[src/rtl/req_ack_4phase_responder.sv]
// ---------------------------------------------------------------------------
// req_ack_4phase_responder
//
// Responder side of a 4-phase req/ack handshake. The initiator's req arrives
// asynchronously to clk2 and is synchronized before use. An accepted request
// is forwarded downstream as a valid/ready command. The responder then waits
// for a valid/ready response and returns that response to the initiator
// together with ack. ack is held until req is seen low again.
//
// Ports
//   clk2, rst2_n         sole clock; async active-low reset (sync release)
//   req, req_data        4-phase request + payload (req async to clk2)
//   ack, ack_data        registered acknowledge + response payload
//   cmd_valid/ready/data downstream command channel (cmd_data registered)
//   rsp_valid/ready/data downstream response channel
//   busy                 FSM not in IDLE
//   proto_err            sticky: req dropped before ack was given
// ---------------------------------------------------------------------------
module req_ack_4phase_responder #(
    parameter int DWIDTH      = 8,
    parameter int RWIDTH      = 8,
    parameter int SYNC_STAGES = 2
) (
    input  logic              clk2,
    input  logic              rst2_n,
    input  logic              req,
    input  logic [DWIDTH-1:0] req_data,
    output logic              ack,
    output logic [RWIDTH-1:0] ack_data,
    output logic              cmd_valid,
    input  logic              cmd_ready,
    output logic [DWIDTH-1:0] cmd_data,
    input  logic              rsp_valid,
    output logic              rsp_ready,
    input  logic [RWIDTH-1:0] rsp_data,
    output logic              busy,
    output logic              proto_err
);

    generate
        if (SYNC_STAGES < 2 || SYNC_STAGES > 4) begin : g_bad_sync_stages
            $error("SYNC_STAGES must be in 2..4");
        end
    endgenerate

    typedef enum logic [1:0] {
        ST_IDLE = 2'd0,
        ST_CMD  = 2'd1,
        ST_RSP  = 2'd2,
        ST_ACK  = 2'd3
    } state_t;

    // -----------------------------------------------------------------------
    // req synchronizer. This is the only place req is sampled.
    // r_sync_vld shifts in ones alongside the data chain. It marks when the
    // chain output holds a real sample of req rather than the reset zeros.
    // Without it, those zeros would look like "req seen low" and would arm
    // the responder. A req that was already high at reset would then be
    // accepted.
    // -----------------------------------------------------------------------
    logic [SYNC_STAGES-1:0] r_req_sync;
    logic [SYNC_STAGES-1:0] r_sync_vld;
    logic                   w_req_s;
    logic                   w_req_s_vld;

    always_ff @(posedge clk2 or negedge rst2_n) begin
        if (!rst2_n) begin
            r_req_sync <= '0;
            r_sync_vld <= '0;
        end else begin
            r_req_sync <= {r_req_sync[SYNC_STAGES-2:0], req};
            r_sync_vld <= {r_sync_vld[SYNC_STAGES-2:0], 1'b1};
        end
    end

    assign w_req_s     = r_req_sync[SYNC_STAGES-1];
    assign w_req_s_vld = r_sync_vld[SYNC_STAGES-1];

    // -----------------------------------------------------------------------
    // armed: set once req_s has genuinely been observed low. In normal
    // operation ACK only exits on req_s=0, so armed only gates the first
    // request after reset.
    // -----------------------------------------------------------------------
    logic r_armed;

    always_ff @(posedge clk2 or negedge rst2_n) begin
        if (!rst2_n) begin
            r_armed <= 1'b0;
        end else if (w_req_s_vld && !w_req_s) begin
            r_armed <= 1'b1;
        end
    end

    // -----------------------------------------------------------------------
    // FSM
    // -----------------------------------------------------------------------
    state_t r_state;
    state_t w_state_nxt;
    logic   w_accept;     // IDLE -> CMD: capture req_data
    logic   w_cmd_hs;     // CMD  -> RSP: command handshake
    logic   w_rsp_hs;     // RSP  -> ACK: response handshake, capture rsp_data
    logic   w_ack_done;   // ACK  -> IDLE: req_s seen low

    always_ff @(posedge clk2 or negedge rst2_n) begin
        if (!rst2_n) begin
            r_state <= ST_IDLE;
        end else begin
            r_state <= w_state_nxt;
        end
    end

    always_comb begin
        w_state_nxt = r_state;
        w_accept    = 1'b0;
        w_cmd_hs    = 1'b0;
        w_rsp_hs    = 1'b0;
        w_ack_done  = 1'b0;
        case (r_state)
            ST_IDLE: begin
                if (w_req_s && r_armed) begin
                    w_accept    = 1'b1;
                    w_state_nxt = ST_CMD;
                end
            end
            ST_CMD: begin
                if (cmd_valid && cmd_ready) begin
                    w_cmd_hs    = 1'b1;
                    w_state_nxt = ST_RSP;
                end
            end
            ST_RSP: begin
                if (rsp_valid && rsp_ready) begin
                    w_rsp_hs    = 1'b1;
                    w_state_nxt = ST_ACK;
                end
            end
            ST_ACK: begin
                if (!w_req_s) begin
                    w_ack_done  = 1'b1;
                    w_state_nxt = ST_IDLE;
                end
            end
            default: begin
                w_state_nxt = ST_IDLE;
            end
        endcase
    end

    // -----------------------------------------------------------------------
    // Registered outputs. Each has its own flop so that ack stays glitch-free
    // even though the state encoding changes two bits on some transitions.
    // -----------------------------------------------------------------------
    logic              r_cmd_valid;
    logic [DWIDTH-1:0] r_cmd_data;
    logic              r_ack;
    logic [RWIDTH-1:0] r_ack_data;
    logic              r_proto_err;

    always_ff @(posedge clk2 or negedge rst2_n) begin
        if (!rst2_n) begin
            r_cmd_valid <= 1'b0;
            r_cmd_data  <= '0;
        end else begin
            if (w_accept) begin
                r_cmd_valid <= 1'b1;
                r_cmd_data  <= req_data;
            end else if (w_cmd_hs) begin
                r_cmd_valid <= 1'b0;
            end
        end
    end

    always_ff @(posedge clk2 or negedge rst2_n) begin
        if (!rst2_n) begin
            r_ack      <= 1'b0;
            r_ack_data <= '0;
        end else begin
            if (w_rsp_hs) begin
                r_ack      <= 1'b1;
                r_ack_data <= rsp_data;
            end else if (w_ack_done) begin
                r_ack      <= 1'b0;
            end
        end
    end

    // If req drops while the command or response is still outstanding, the
    // initiator broke the protocol. The transaction still runs to completion
    // so the downstream side never sees a half-finished exchange.
    always_ff @(posedge clk2 or negedge rst2_n) begin
        if (!rst2_n) begin
            r_proto_err <= 1'b0;
        end else if ((r_state == ST_CMD || r_state == ST_RSP) && !w_req_s) begin
            r_proto_err <= 1'b1;
        end
    end

    assign cmd_valid = r_cmd_valid;
    assign cmd_data  = r_cmd_data;
    assign ack       = r_ack;
    assign ack_data  = r_ack_data;
    assign proto_err = r_proto_err;
    assign rsp_ready = (r_state == ST_RSP);
    assign busy      = (r_state != ST_IDLE);

endmodule

[config.mk]
export PLATFORM = sky130hd
export DESIGN_NAME = req_ack_4phase_responder
export DESIGN_NICKNAME = d
export VERILOG_FILES = /design/src/rtl/req_ack_4phase_responder.sv
export SDC_FILE = /design/constraint.sdc
export NUM_CORES = 1
export LEC_CHECK = 0
export CAP_MARGIN = 10
export CORE_MARGIN = 4
export CORE_UTILIZATION = 44
export DETAILED_ROUTE_END_ITERATION = 16
export GPL_ROUTABILITY_DRIVEN = 0
export HOLD_SLACK_MARGIN = 0.12
export PLACE_DENSITY = 0.82
export SLEW_MARGIN = 10
export SYNTH_ARGS = -nofsm -noshare
export SYNTH_HDL_FRONTEND = slang
export SYNTH_SLANG_ARGS = --single-unit
export TNS_END_PERCENT = 5
[constraint.sdc]
create_clock -name clk2 -period 5.1 [get_ports clk2]
set_input_delay 1.53 -clock clk2 [delete_from_list [all_inputs] [get_ports clk2]]
set_output_delay 1.53 -clock clk2 [all_outputs]
set_load 0.05 [all_outputs]
==> run summary, run 1 <==
The net count after synthesis is 95. The worst hold path terminates at r_sync_vld[1]. The net switching power of the design is 0.515 mW. For this run, design rule violations remaining after detail routing come to 0. The width of the die is 56.2 µm. Clock-pin slew was measured on the worst setup and hold paths at 0.13 ns.

The ratio of cells with drive above 1 in the final layout came out at 18.6%. The power consumption came out at 1.09 mW. The design internal power is 0.576 mW.

The clock tree buffer depth came out at 2. The count of different cell masters after synthesis came out at 16. The commonest cells after synthesis are 26 x sky130_fd_sc_hd__dfrtp_1, 16 x sky130_fd_sc_hd__mux2_2, 5 x sky130_fd_sc_hd__ha_1, 5 x sky130_fd_sc_hd__inv_1, 5 x sky130_fd_sc_hd__nand2_1. Based on the critical path, the design can be clocked at up to 0.291 GHz. The worst setup path is captured at an output pin. Using the TritonRoute via totals, the vias-per-cell ratio works out to 4.69. The filler cell count in the final layout came out at 175. Power spread over the standard cell area amounts to 736 nW/µm².

The clock tree from TritonCTS is built. The placed instances occupy a cell area of 1470 µm². The final global-route overflow total came out at 0.

The mapped cell area came out at 1020 µm². Setup total negative slack on the finished layout was measured at 0 ns. The net count of the finished layout is 141.

The final design utilization is 67.1%. Setup slack on the worst reg-to-reg path comes out at 3.35 ns. The analysis attributes to cell leakage a power of 0.654 nW. The detail route stage leaves a number of antenna-violating nets equal to 0. The category of the critical setup timing path is reg2out.

The final cell count without fillers is 141. The fraction of registers with async set or reset after synthesis came out at 100%. The tightest min-delay check is of the reg2reg type. The number of instances in the placed design is 138. The start point of the worst min-delay path is r_sync_vld[0]. The share of power burned in the clock network came out at 7.7%. The post-route worst hold slack is 0.363 ns.

The quantity of gates resized following cts came out at 0. In the final layout, the multi-input gates occupy 352 µm². The clock latency on the worst-skew pair is 0.31 ns. The worst hold path passes through 0 cells. Counting flops and latches in the post-synthesis netlist gives 26. The area of the core is 2210 µm².

The number of hold buffers added after cts is 0. The clock drives 26 sinks. The total of max-cap violations is 0. The depth of the CTS H-tree came out at 1. The final hold violation count came to 0. The initial antenna violation count came to 0. The aggregate routed wire length is 1940 µm.

The data required time of the critical path came out at 3.57 ns. The repair_antennas step left the layout with diodes totalling 0. IR analysis of the VDD net gives a maximum drop of 0.464 mV. The worst path needs 3.44 ns of the cycle, external delays included. In the final layout, flip-flops and latches occupy 651 µm².

The count of endpoints failing setup in the final report came out at 0. The sequential-to-total area share from yosys stat is 63.7%. In this run the worst path has a maximum fanout of 4. The yosys synthesis warning count came out at 0. Dividing the synthesized area by the synthesized cell count gives 14.8 µm². The die boundary height is 56.2 µm. Of all cell types, the one taking the most synthesized area is sky130_fd_sc_hd__dfrtp_1. The I/O pin count came out at 42. In this run the clock root is driven by a sky130_fd_sc_hd__clkbuf_4.

The critical path starts at r_state[0]. The starting density of the core is 46.2%. The fraction of post-synthesis cell area in the top cell type by area is 63.7%. In the synthesized netlist, the number of instances is 69. The number of iterations in the first detailed-routing pass came out at 4. By instance count, the leading cell after synthesis is sky130_fd_sc_hd__dfrtp_1. The largest net degree at the start of global routing came out at 27. OpenSTA, run right after detailed placement, puts the worst setup slack at 2.01 ns.

Counting the buffers created by CTS gives 3. Counting cells, the worst reg-to-reg path comes to 5. The number of enable flip-flop cells after synthesis came out at 0.

The most used flip-flop cell after synthesis is sky130_fd_sc_hd__dfrtp_1. In this run, the number of DRC markers left after iteration 0 of detailed routing was 8. The endpoint arrival time on the critical path came out at 1.91 ns. STA classifies the critical path startpoint as a register. The number of pins with negative max-slew slack in the final report is 0.

Ranked by total cell area, the synthesized netlist is headed by sky130_fd_sc_hd__dfrtp_1 64%, sky130_fd_sc_hd__mux2_2 18%, sky130_fd_sc_hd__ha_1 6.1%. The post-DP HPWL is 1520 µm. In this run the critical register-to-register path is launched from r_state[0].

The total die area is 3160 µm². The worst register-to-register path ends at r_state[1]. Post-CTS timing repair inserted 0 buffers for setup. The final critical-path setup slack is 1.66 ns. The design area is 1480 µm². Dividing the final minimum period by the clock period gives 67.4%. The area added between synthesis and finish is 45.3%. The global-route wire length before repair is 3330 µm. For the final database, setup skew stands at 0.00205 ns. The row count is 17.

Combinational logic burns 61.5% of the power. The flow ran to the end, and the final reports show no timing, DRC or antenna violations. The total global routing track utilization is 13.9%. At the pin with the least slew margin, the transition time is 0.549 ns. The number of global-route vias before repair is 715. The switching power as a share of total power came out at 47.2%. The number of buffers inserted by port buffering came out at 41. The average routed wire per standard cell is 13.7 µm.

The worst slew margin relative to its limit came out at 63.4%. The sequential cell fraction of total power came out at 30.8%. The via count came out at 661. Setup repair after global routing left no endpoint under its margin.
[state kept, by name, summed over array words and instances, names as in the netlist]
signal      count
proto_err       1
r_req_sync      2
r_sync_vld      2
r_armed         1
r_state         2
ack_data        8
cmd_valid       1
cmd_data        8
ack             1
[critical path: stages, from the launching register on]
cell and delay, ns:
sky130_fd_sc_hd__dfrtp_1 0.43, sky130_fd_sc_hd__inv_1 0.12, sky130_fd_sc_hd__ha_1 0.22, sky130_fd_sc_hd__clkdlybuf4s50_1 0.82
[power groups by stage]
stage,sequential [mW],clock [mW],combinational (mW)
after floorplan,0.594,0,0.198
after global placement,0.333,0,0.666
after detailed placement,0.342,0,0.679
after CTS,0.337,0.0862,0.680
after global routing,0.350,0.0962,0.704
final,0.336,0.0841,0.672
[layer usage]
layer,vias up,GRT usage (%),wire length [µm]
li1,318,-,-
met1,320,15.7,754
met2,19,22.9,1010
met3,4,5.80,140
met4,0,6.10,36
met5,-,0,0
[area by class of cell]
| cell class | instances | area share [%] |
|---|---|---|
| Sequential cell | 26 | 43.8 |
| Timing Repair Buffer | 41 | 27.3 |
| Multi-Input combinational cell | 38 | 23.7 |
| Clock buffer | 3 | 1.52 |
| Tap cell | 28 | 2.36 |
| Inverter | 5 | 1.26 |
[cells in the final DEF, fill, tap and decap left out]
cell type / n
sky130_fd_sc_hd__mux2_4: 1
sky130_fd_sc_hd__mux2i_1: 1
sky130_fd_sc_hd__clkdlybuf4s50_1: 40
sky130_fd_sc_hd__buf_2: 1
sky130_fd_sc_hd__a21boi_1: 1
sky130_fd_sc_hd__nor2b_1: 1
sky130_fd_sc_hd__dfrtp_1: 26
sky130_fd_sc_hd__a2111o_1: 1
sky130_fd_sc_hd__inv_1: 5
sky130_fd_sc_hd__nor2_1: 1
sky130_fd_sc_hd__nand2_1: 5
sky130_fd_sc_hd__clkbuf_4: 3
sky130_fd_sc_hd__nand3_1: 1
sky130_fd_sc_hd__a21o_1: 2
sky130_fd_sc_hd__a21boi_0: 1
sky130_fd_sc_hd__o21ai_0: 1
sky130_fd_sc_hd__conb_1: 1
sky130_fd_sc_hd__mux2_2: 16
sky130_fd_sc_hd__ha_1: 5
[cells by family after synthesis]
kind of cell             synth area share [%]
AND/OR/NAND/NOR                          3.31
AO/OA/AOI/OAI                            4.53
buffers and inverters                    1.84
flip-flops                               63.7
other                                   0.367
multiplexers                             20.1
adder cells (fa/ha/maj)                  6.13
[worst max-delay path by stage]
stage / endpoint / cells past startpoint
after detailed placement: rsp_ready / 3
after global routing: busy / 4
after CTS: rsp_ready / 3
after floorplan: rsp_ready / 2
after global placement: rsp_ready / 3
final: rsp_ready / 3
Power figures use the tool's default switching activity.
==> inputs of run 2 (changes only) <==
--- a/config.mk
+++ b/config.mk
@@ -7,11 +7,11 @@
 export LEC_CHECK = 0
 export CAP_MARGIN = 10
 export CORE_MARGIN = 4
-export CORE_UTILIZATION = 44
+export CORE_UTILIZATION = 41
 export DETAILED_ROUTE_END_ITERATION = 16
 export GPL_ROUTABILITY_DRIVEN = 0
 export HOLD_SLACK_MARGIN = 0.12
-export PLACE_DENSITY = 0.82
+export PLACE_DENSITY = 0.77
 export SLEW_MARGIN = 10
 export SYNTH_ARGS = -nofsm -noshare
 export SYNTH_HDL_FRONTEND = slang
==> constraint.sdc (replaced) <==
create_clock -name clk2 -period 3.2 [get_ports clk2]
set_input_delay 0.96 -clock clk2 [delete_from_list [all_inputs] [get_ports clk2]]
set_output_delay 0.96 -clock clk2 [all_outputs]
set_load 0.05 [all_outputs]
==> run summary, run 2 (synthesized netlist as in run 1, its figures left out) <==
The count of endpoints failing setup in the final report came out at 0. Dividing total power by cell area gives a power density of 1190 nW/µm². The largest net degree at the start of global routing is 27. The global-route wire length before repair came out at 3260 µm. The area of the core came out at 2300 µm².

The first detailed-routing pass took 4 iterations. In the final routed layout, each cell accounts on average for 13.6 µm. The min-delay analysis places its worst path in the category reg2reg. Post-CTS repair changed the size of 0 cells. The total of max-cap violations is 0.

The initial utilization of the core area, before any placement, comes to 44.4%. The number of clock sinks is 26. The initial antenna violation count was 0. The clock tree buffer depth is 2. The row count came out at 17. Relative to the synthesized area, the layout overhead comes to 49.5%. The commonest non-fill, non-tap cell in the layout is sky130_fd_sc_hd__clkdlybuf4s50_1. Counting the buffers created by CTS gives 3. The clock latency on the worst-skew pair is 0.32 ns. The final layout contains routed wiring with a total length of 1950 µm. The remaining design rule violation count came out at 0.

The actual slew at the worst max-slew pin came out at 0.517 ns. The final global-route overflow total is 0. Of all nets on the critical path, the largest fanout is 4.

During placement, the flow inserted port buffers numbering 41. The final antenna diode count is 0. The final hold violation count came to 0. The static power due to leakage is 0.673 nW. The nature of the critical path startpoint is a register. The post-DP HPWL came out at 1500 µm. The die is 57.9 µm tall. The maximum clock frequency is 0.346 GHz.

In this run the number of H-tree levels came out at 1. Clock tree synthesis selected as its root buffer the cell sky130_fd_sc_hd__clkbuf_4. The number of hold buffers added after CTS was 0. VDD sags by at most 0.735 mV. Subtracting the final worst setup slack from the clock period gives 2.89 ns. On the final layout, the worst hold slack is 0.366 ns. The detailed-route vias per instance came out at 4.73. The width of the die is 57.9 µm. The number of buffers inserted by post-CTS setup repair came out at 0.

The number of pins with negative max-slew slack in the final report came to 0. The total global routing track utilization is 13.0%. The part of the cycle the worst path needs is 90.3%. The ratio of cells with drive above 1 in the final layout is 19.1%. Counting tap cells, the placed design contains a total of 139 instances.

The total die area is 3350 µm². Once detail routing completed, the nets flagged for antenna violations numbered 0. At the end of the flow, the number of nets in the layout was 142. STA puts the critical path data arrival time at 1.93 ns. The sum of negative setup slack is 0 ns.

The data required time of the critical path came out at 2.24 ns. The top cell types in the final layout, fill and taps aside, are 41 x sky130_fd_sc_hd__clkdlybuf4s50_1, 26 x sky130_fd_sc_hd__dfrtp_1, 16 x sky130_fd_sc_hd__mux2_2. The via count is 676. After the first detailed-routing iteration, the DRC count stood at 9.

The post-route clock skew is 0.00281 ns. The I/O pin count came out at 42. The number of global-route vias before repair is 720. Setup repair after global routing left no endpoint under its margin. The critical path in this run is classified as reg2out.

Clock-pin slew was measured on the worst setup and hold paths at 0.13 ns. The final cell count without fillers is 143. The run finished with clean final reports.

TritonCTS built the clock tree. STA classifies the critical path endpoint as an output pin. The worst slew margin relative to its limit is 65.4%.
-- run 2: cell count changes in the layout (fill, tap and decap cells not counted), sizes merged --
| cell | before | now |
|---|---|---|
| clkdlybuf4s50 | 40 | 41 |
| bufinv | 0 | 1 |
-- run 2: layer usage --
metal	track usage [%]	wire length (µm)	share of wire (%)
met5	0	0	0
met1	14.6	745	38
met4	5.96	40	2.1
met2	22.4	1060	55
met3	3.79	94	4.8
-- run 2: critical path: stages (launching register included) --
cell	delay, ns
sky130_fd_sc_hd__dfrtp_1	0.42
sky130_fd_sc_hd__inv_1	0.14
sky130_fd_sc_hd__ha_1	0.23
sky130_fd_sc_hd__clkdlybuf4s50_1	0.82
-- run 2: layout make-up --
| class | instances | area, µm² |
|---|---|---|
| inverters | 5 | 18.8 |
| clock buffers | 3 | 22.5 |
| flip-flops and latches | 26 | 651 |
| multi-input cells | 38 | 352 |
| fillers | 187 | 771 |
| well taps | 28 | 35.0 |
| clock inverters | 1 | 30.0 |
| repair buffers | 42 | 418 |
-- run 2: path summary, 6_finish.rpt --
path,to,slack (ns),startpoint,cells after the start
max,rsp_ready,0.31,r_state[0],3
min,r_req_sync[1],0.37,r_req_sync[0],0
max reg2reg,r_state[1],1.47,r_state[0],5
min reg2reg,r_req_sync[1],0.37,r_req_sync[0],0
max in group asynchronous,cmd_data[6],1.97,rst2_n,2
min in group asynchronous,ack_data[7],0.99,rst2_n,2
-- run 2: power by group --
group / leakage (nW) / internal [mW] / switching (mW)
combinational: 0.347 / 0.413 / 0.657
clock: 0.0279 / 0.127 / 0.0938
sequential: 0.298 / 0.462 / 0.0686
total: 0.673 / 1.00 / 0.820
-- run 2: metrics by stage --
step           setup WS [ns]  power, mW  area, µm²  util (%)
2_1_floorplan           1.25       1.26       1020         -
3_3_place_gp           0.738       1.59       1470      64.2
3_5_place_dp           0.674       1.62       1470      64.2
4_1_cts                0.284       1.85       1530      66.4
5_1_grt                0.205       1.92       1530      66.4
6_report               0.309       1.82       1530      66.4
==> edit 1 (config.mk and constraints of run 1) <==
Re-encode `state_t` (4 states) as one-hot, 4 bits wide.
--- a/src/rtl/req_ack_4phase_responder.sv
+++ b/src/rtl/req_ack_4phase_responder.sv
@@ -44,9 +44,9 @@
     endgenerate
 
-    typedef enum logic [1:0] {
-        ST_IDLE = 2'd0,
-        ST_CMD  = 2'd1,
-        ST_RSP  = 2'd2,
-        ST_ACK  = 2'd3
+    typedef enum logic [3:0] {
+        ST_IDLE = 4'b0001,
+        ST_CMD  = 4'b0010,
+        ST_RSP  = 4'b0100,
+        ST_ACK  = 4'b1000
     } state_t;
 
Behaviour: no difference found for any inputs over 10 cycles, from zero or initial values and one cycle with rst2_n low; not proved beyond that.
==> edit 1 against run 1 <==
Via count increased by 21%. Sequential cell count rose by 2. Setup slack lost 0.27 ns. Die area grew 15%. Cell area increased by 10%. Sequential power rose by 13%. Combinational power shrank 8.9%. Routed wire length up 24%. Largest power group unchanged. Global-route usage up 1.2 points. Synthesized cell count rose by 17%. Synthesized area increased by 18%. Worst hold slack got worse by 0.0089 ns. Final cell count rose by 8.5%. Total power is 1.1% lower.
==> edit 1: results (changes against run 1) <==
stage,metric,value,unit,change
clock_network,clock slew at the register clock pins of the worst setup and hold paths,0.15,ns,+0.02 ns
critical_path,Worst R2R Start,r_state[0],,
sta,slew at the pin with the worst max-slew slack,0.558,ns,+0.00810 ns
placement,area of placed instances,1610,sq um,+10%
critical_path,number of cells on the worst reg-to-reg path,3,,-2
synth,count of different cell masters after synthesis,28,,+12
synth,ranking of synthesized cells by instance count,"dfrtp_1, mux2_2, mux2_4, inv_1",,
run_status,run status,completed,,
synth,Post-Synthesis Net Count,102,,+7.4%
critical_path,critical path arrival,2.18,ns,+0.27 ns
routing,post-DR vias/cell,5.21,,+11%
critical_path,highest fanout seen on the critical path,9,,+5
synth,sequential share of the synthesized area,58.5,%,-5.2 points
routing,vias after detailed routing,797,,+21%
synth,cells after synthesis,81,,+17%
global_route,via count of the first global-routing pass,901,,+26%
global_route,global-route usage over all layers,15.1,%,+1.2 points
critical_path,slack of the worst reg-to-reg path,3.37,ns,+0.02 ns
global_route,global-route wire length before repair,4.04,mm,+21%
critical_path,slowest cell delay on critical path,0.88,ns,+0.06 ns
synth,most area-consuming cells after synthesis,"dfrtp_1, mux2_4, mux2_2",,
power_and_ir_drop,VDD IR max,0.000459,V,-1.2%
placement,DPL Wire Length,1.84,mm,+21%
placement,pre-CTS WS,1.77,ns,-0.243 ns
routing,overall routed net length,2.39,mm,+24%
[edit 1: where the power goes]
part | switching (mW) | internal, mW
logic | 0.368 | 0.243
registers | 0.0727 | 0.305
clock network | 0.0604 | 0.0306
total | 0.501 | 0.579
[edit 1: how the worst max path moves through the flow]
stage                     slack, ns        end  depth (start not counted)       start
after floorplan                2.32  rsp_ready                          2  r_state[3]
after global placement         1.79  rsp_ready                          2  r_state[3]
after detailed placement       1.77  rsp_ready                          2  r_state[3]
after CTS                      1.38  rsp_ready                          2  r_state[3]
after global routing           1.28  rsp_ready                          2  r_state[3]
final                          1.39  rsp_ready                          2  r_state[3]
[edit 1: worst register-to-register path: stages (launching register included)]
cell and delay, ns:
dfstp_2 0.68, nand4b_4 0.15, nor3_4 0.41, mux2_2 0.39
[edit 1: cell type report]
cell class                 count  area (sq um)
clock buffer                   4          26.3
fill                         186           910
inverter                       4          15.0
multi-input combinational     45           442
sequential                    28           702
tap                           30          37.5
timing repair buffer          42           413
[edit 1: kinds of logic (layout without fill, tap and decap cells)]
| logic type | after synthesis | count (layout) | share of synthesized area (%) |
|---|---|---|---|
| xor gates and xnor gates | 1 | 1 | 0.730 |
| other | 1 | 1 | 0.313 |
| buffers and inverters | 8 | 50 | 4.69 |
| muxes | 16 | 16 | 17.5 |
| AOI/OAI and AO/OA | 12 | 12 | 7.19 |
| and+or+nand+nor | 15 | 15 | 11.1 |
| DFF | 28 | 28 | 58.5 |
[edit 1: routing by layer]
| metal | global-route usage (%) | up-vias | routed length, microns |
|---|---|---|---|
| met3 | 4.10 | 4 | 127 |
| met1 | 17.6 | 397 | 952 |
| met4 | 6.65 | 0 | 30 |
| met2 | 25.8 | 24 | 1280 |
| li1 | - | 372 | - |
| met5 | 0 | - | 0 |
==> edit 2 (flow settings as in run 1) <==
Without the edit above. Set the parameter `RWIDTH` to 7 (it was 8).
--- a/src/rtl/req_ack_4phase_responder.sv
+++ b/src/rtl/req_ack_4phase_responder.sv
@@ -19,5 +19,5 @@
 module req_ack_4phase_responder #(
     parameter int DWIDTH      = 8,
-    parameter int RWIDTH      = 8,
+    parameter int RWIDTH      = 7,
     parameter int SYNC_STAGES = 2
 ) (
Interface: changed (resized ack_data and rsp_data); port bits go from 42 to 40. The function was not compared with the original's and may differ.
==> edit 2 against run 1 <==
Synthesized area down 3.6%. Cell area is 3.2% lower. Final cell count is 2.8% lower. Total power shrank 4.5%. Sequential cell count fell by 1. Sequential share of layout area decreased by 0.29 points. Routed wire length down 3.5%. Non-clock buffer count fell by 2. Setup slack is essentially flat. Utilization rose by 3.3 points. Critical endpoint unchanged. Largest cell class unchanged. Largest power group unchanged.
==> edit 2: results (changes against run 1) <==
stage,metric,value,unit,change
placement,area of placed instances,1410,sq um,-3.9%
synth,ranking of synthesized cells by instance count,"dfrtp_1, mux2_2, ha_1, inv_1, nand2_1",,
critical_path,highest fanout seen on the critical path,4,,unchanged
routing,overall routed net length,1.87,mm,-3.5%
placement,DPL Wire Length,1.50,mm,-1.5%
global_route,via count of the first global-routing pass,665,,-7.0%
cells_and_area,final standard cell utilization of the core,70.3,%,+3.3 points
global_route,antenna violations before repair,0,,unchanged
critical_path,slowest cell delay on critical path,0.82,ns,about the same
sta,final worst path period need,3.44,ns,+0.000230 ns
synth,proportion of register bits with asynchronous set or reset after synthesis,100,%,unchanged
synth,most area-consuming cells after synthesis,"dfrtp_1, mux2_2, ha_1",,
synth,synthesized area per cell,14.7,sq um,-0.67%
power_and_ir_drop,static power due to leakage,0.634,nW,-3.1%
power_and_ir_drop,switching portion of total power,46.8,%,-0.39 points
synth,Post-Synthesis Net Count,92,,-3.2%
placement,count of input and output buffers,39,,-4.9%
critical_path,slack of the worst reg-to-reg path,3.38,ns,+0.03 ns
sta,worst hold slack across all endpoints,0.377,ns,+0.0139 ns
synth,synth warn,0,,unchanged
cells_and_area,share of cells above drive strength 1,18.2,%,-0.40 points
global_route,global-route wire length before repair,3.20,mm,-3.7%
sta,worst rel slew slack,28.2,%,-35 points
synth,sequential share of the synthesized area,63.5,%,-0.19 points
synth,count of different cell masters after synthesis,16,,unchanged
cells_and_area,final-layout fill cell count,160,,-8.6%
routing,length of the first detailed-routing pass in iterations,2,,-2
cells_and_area,"flip-flop count of the largest register, all copies and words added",8,,
clock_network,clock slew at the register clock pins of the worst setup and hold paths,0.13,ns,about the same
global_route,global-route usage over all layers,13.4,%,-0.48 points
clock_network,Max clock buf depth,2,,unchanged
routing,post-DR vias/cell,4.66,,-0.66%
sta,setup skew after layout,0.00160,ns,-0.000454 ns
power_and_ir_drop,VDD IR max,0.000480,V,+3.5%
routing,initial detailed-routing violation count,5,,-3
critical_path,critical path arrival,1.91,ns,about the same
placement,post-placement cell count,133,,-3.6%
min_path,hold crit path type,flop to flop,,
global_route,pin count of the biggest net entering global routing,26,,-3.7%
placement,pre-CTS WS,2.02,ns,+0.00277 ns
cells_and_area,number of standard cells in the final layout excluding fillers,137,,-2.8%
clock_network,post-cts resize count,0,,unchanged
run_status,run status,completed,,
==> edit 2: worst max-delay path: cells and delay by family (launching register included) <==
family / cells / cell delay (ns)
adders and majority gates: 1 / 0.22
DFF: 1 / 0.43
buffers and inverters: 2 / 0.95
==> edit 2: worst paths after layout <==
| check | from | end | cells past startpoint |
|---|---|---|---|
| min reg2reg | r_req_sync[0] | r_req_sync[1] | 0 |
| max | r_state[0] | rsp_ready | 3 |
| max in group asynchronous | rst2_n | ack_data[2] | 1 |
| max reg2reg | r_state[0] | r_state[1] | 5 |
| min | r_req_sync[0] | r_req_sync[1] | 0 |
| min in group asynchronous | rst2_n | cmd_data[0] | 1 |
==> edit 2: kinds of logic (layout without fill, tap and decap cells) <==
group / Yosys count / in the layout / synth area share (%)
AND/OR/NAND/NOR: 8 / 8 / 3.43
AO/OA/AOI/OAI: 6 / 6 / 4.70
buffers and inverters: 5 / 48 / 1.91
other: 1 / 1 / 0.381
adder cells (fa/ha/maj): 5 / 5 / 6.35
multiplexers: 17 / 17 / 19.7
flip-flops: 25 / 25 / 63.5
==> edit 2: cell type report <==
cell class,count,share of cell area (%)
inverter,5,1.31
multi-input combinational,37,23.7
clock inverter,1,0.348
tap,27,2.35
sequential,25,43.6
clock buffer,3,1.57
timing repair buffer,39,27.2
==> edit 2: power groups by stage <==
stage                     sequential (mW)  combinational [mW]  clock, mW
final                               0.318               0.640     0.0852
after global routing                0.331               0.675     0.0973
after CTS                           0.319               0.648     0.0888
after detailed placement            0.324               0.646          0
after global placement              0.319               0.637          0
after floorplan                     0.566               0.193          0
==> edit 2: routing by layer <==
metal / track usage [%] / share of wire [%] / vias up
met5: 0 / 0 / -
met4: 5.21 / 0.64 / 0
met3: 3.96 / 5.2 / 2
met2: 23.5 / 53 / 16
met1: 15.3 / 41 / 309
li1: - / - / 311
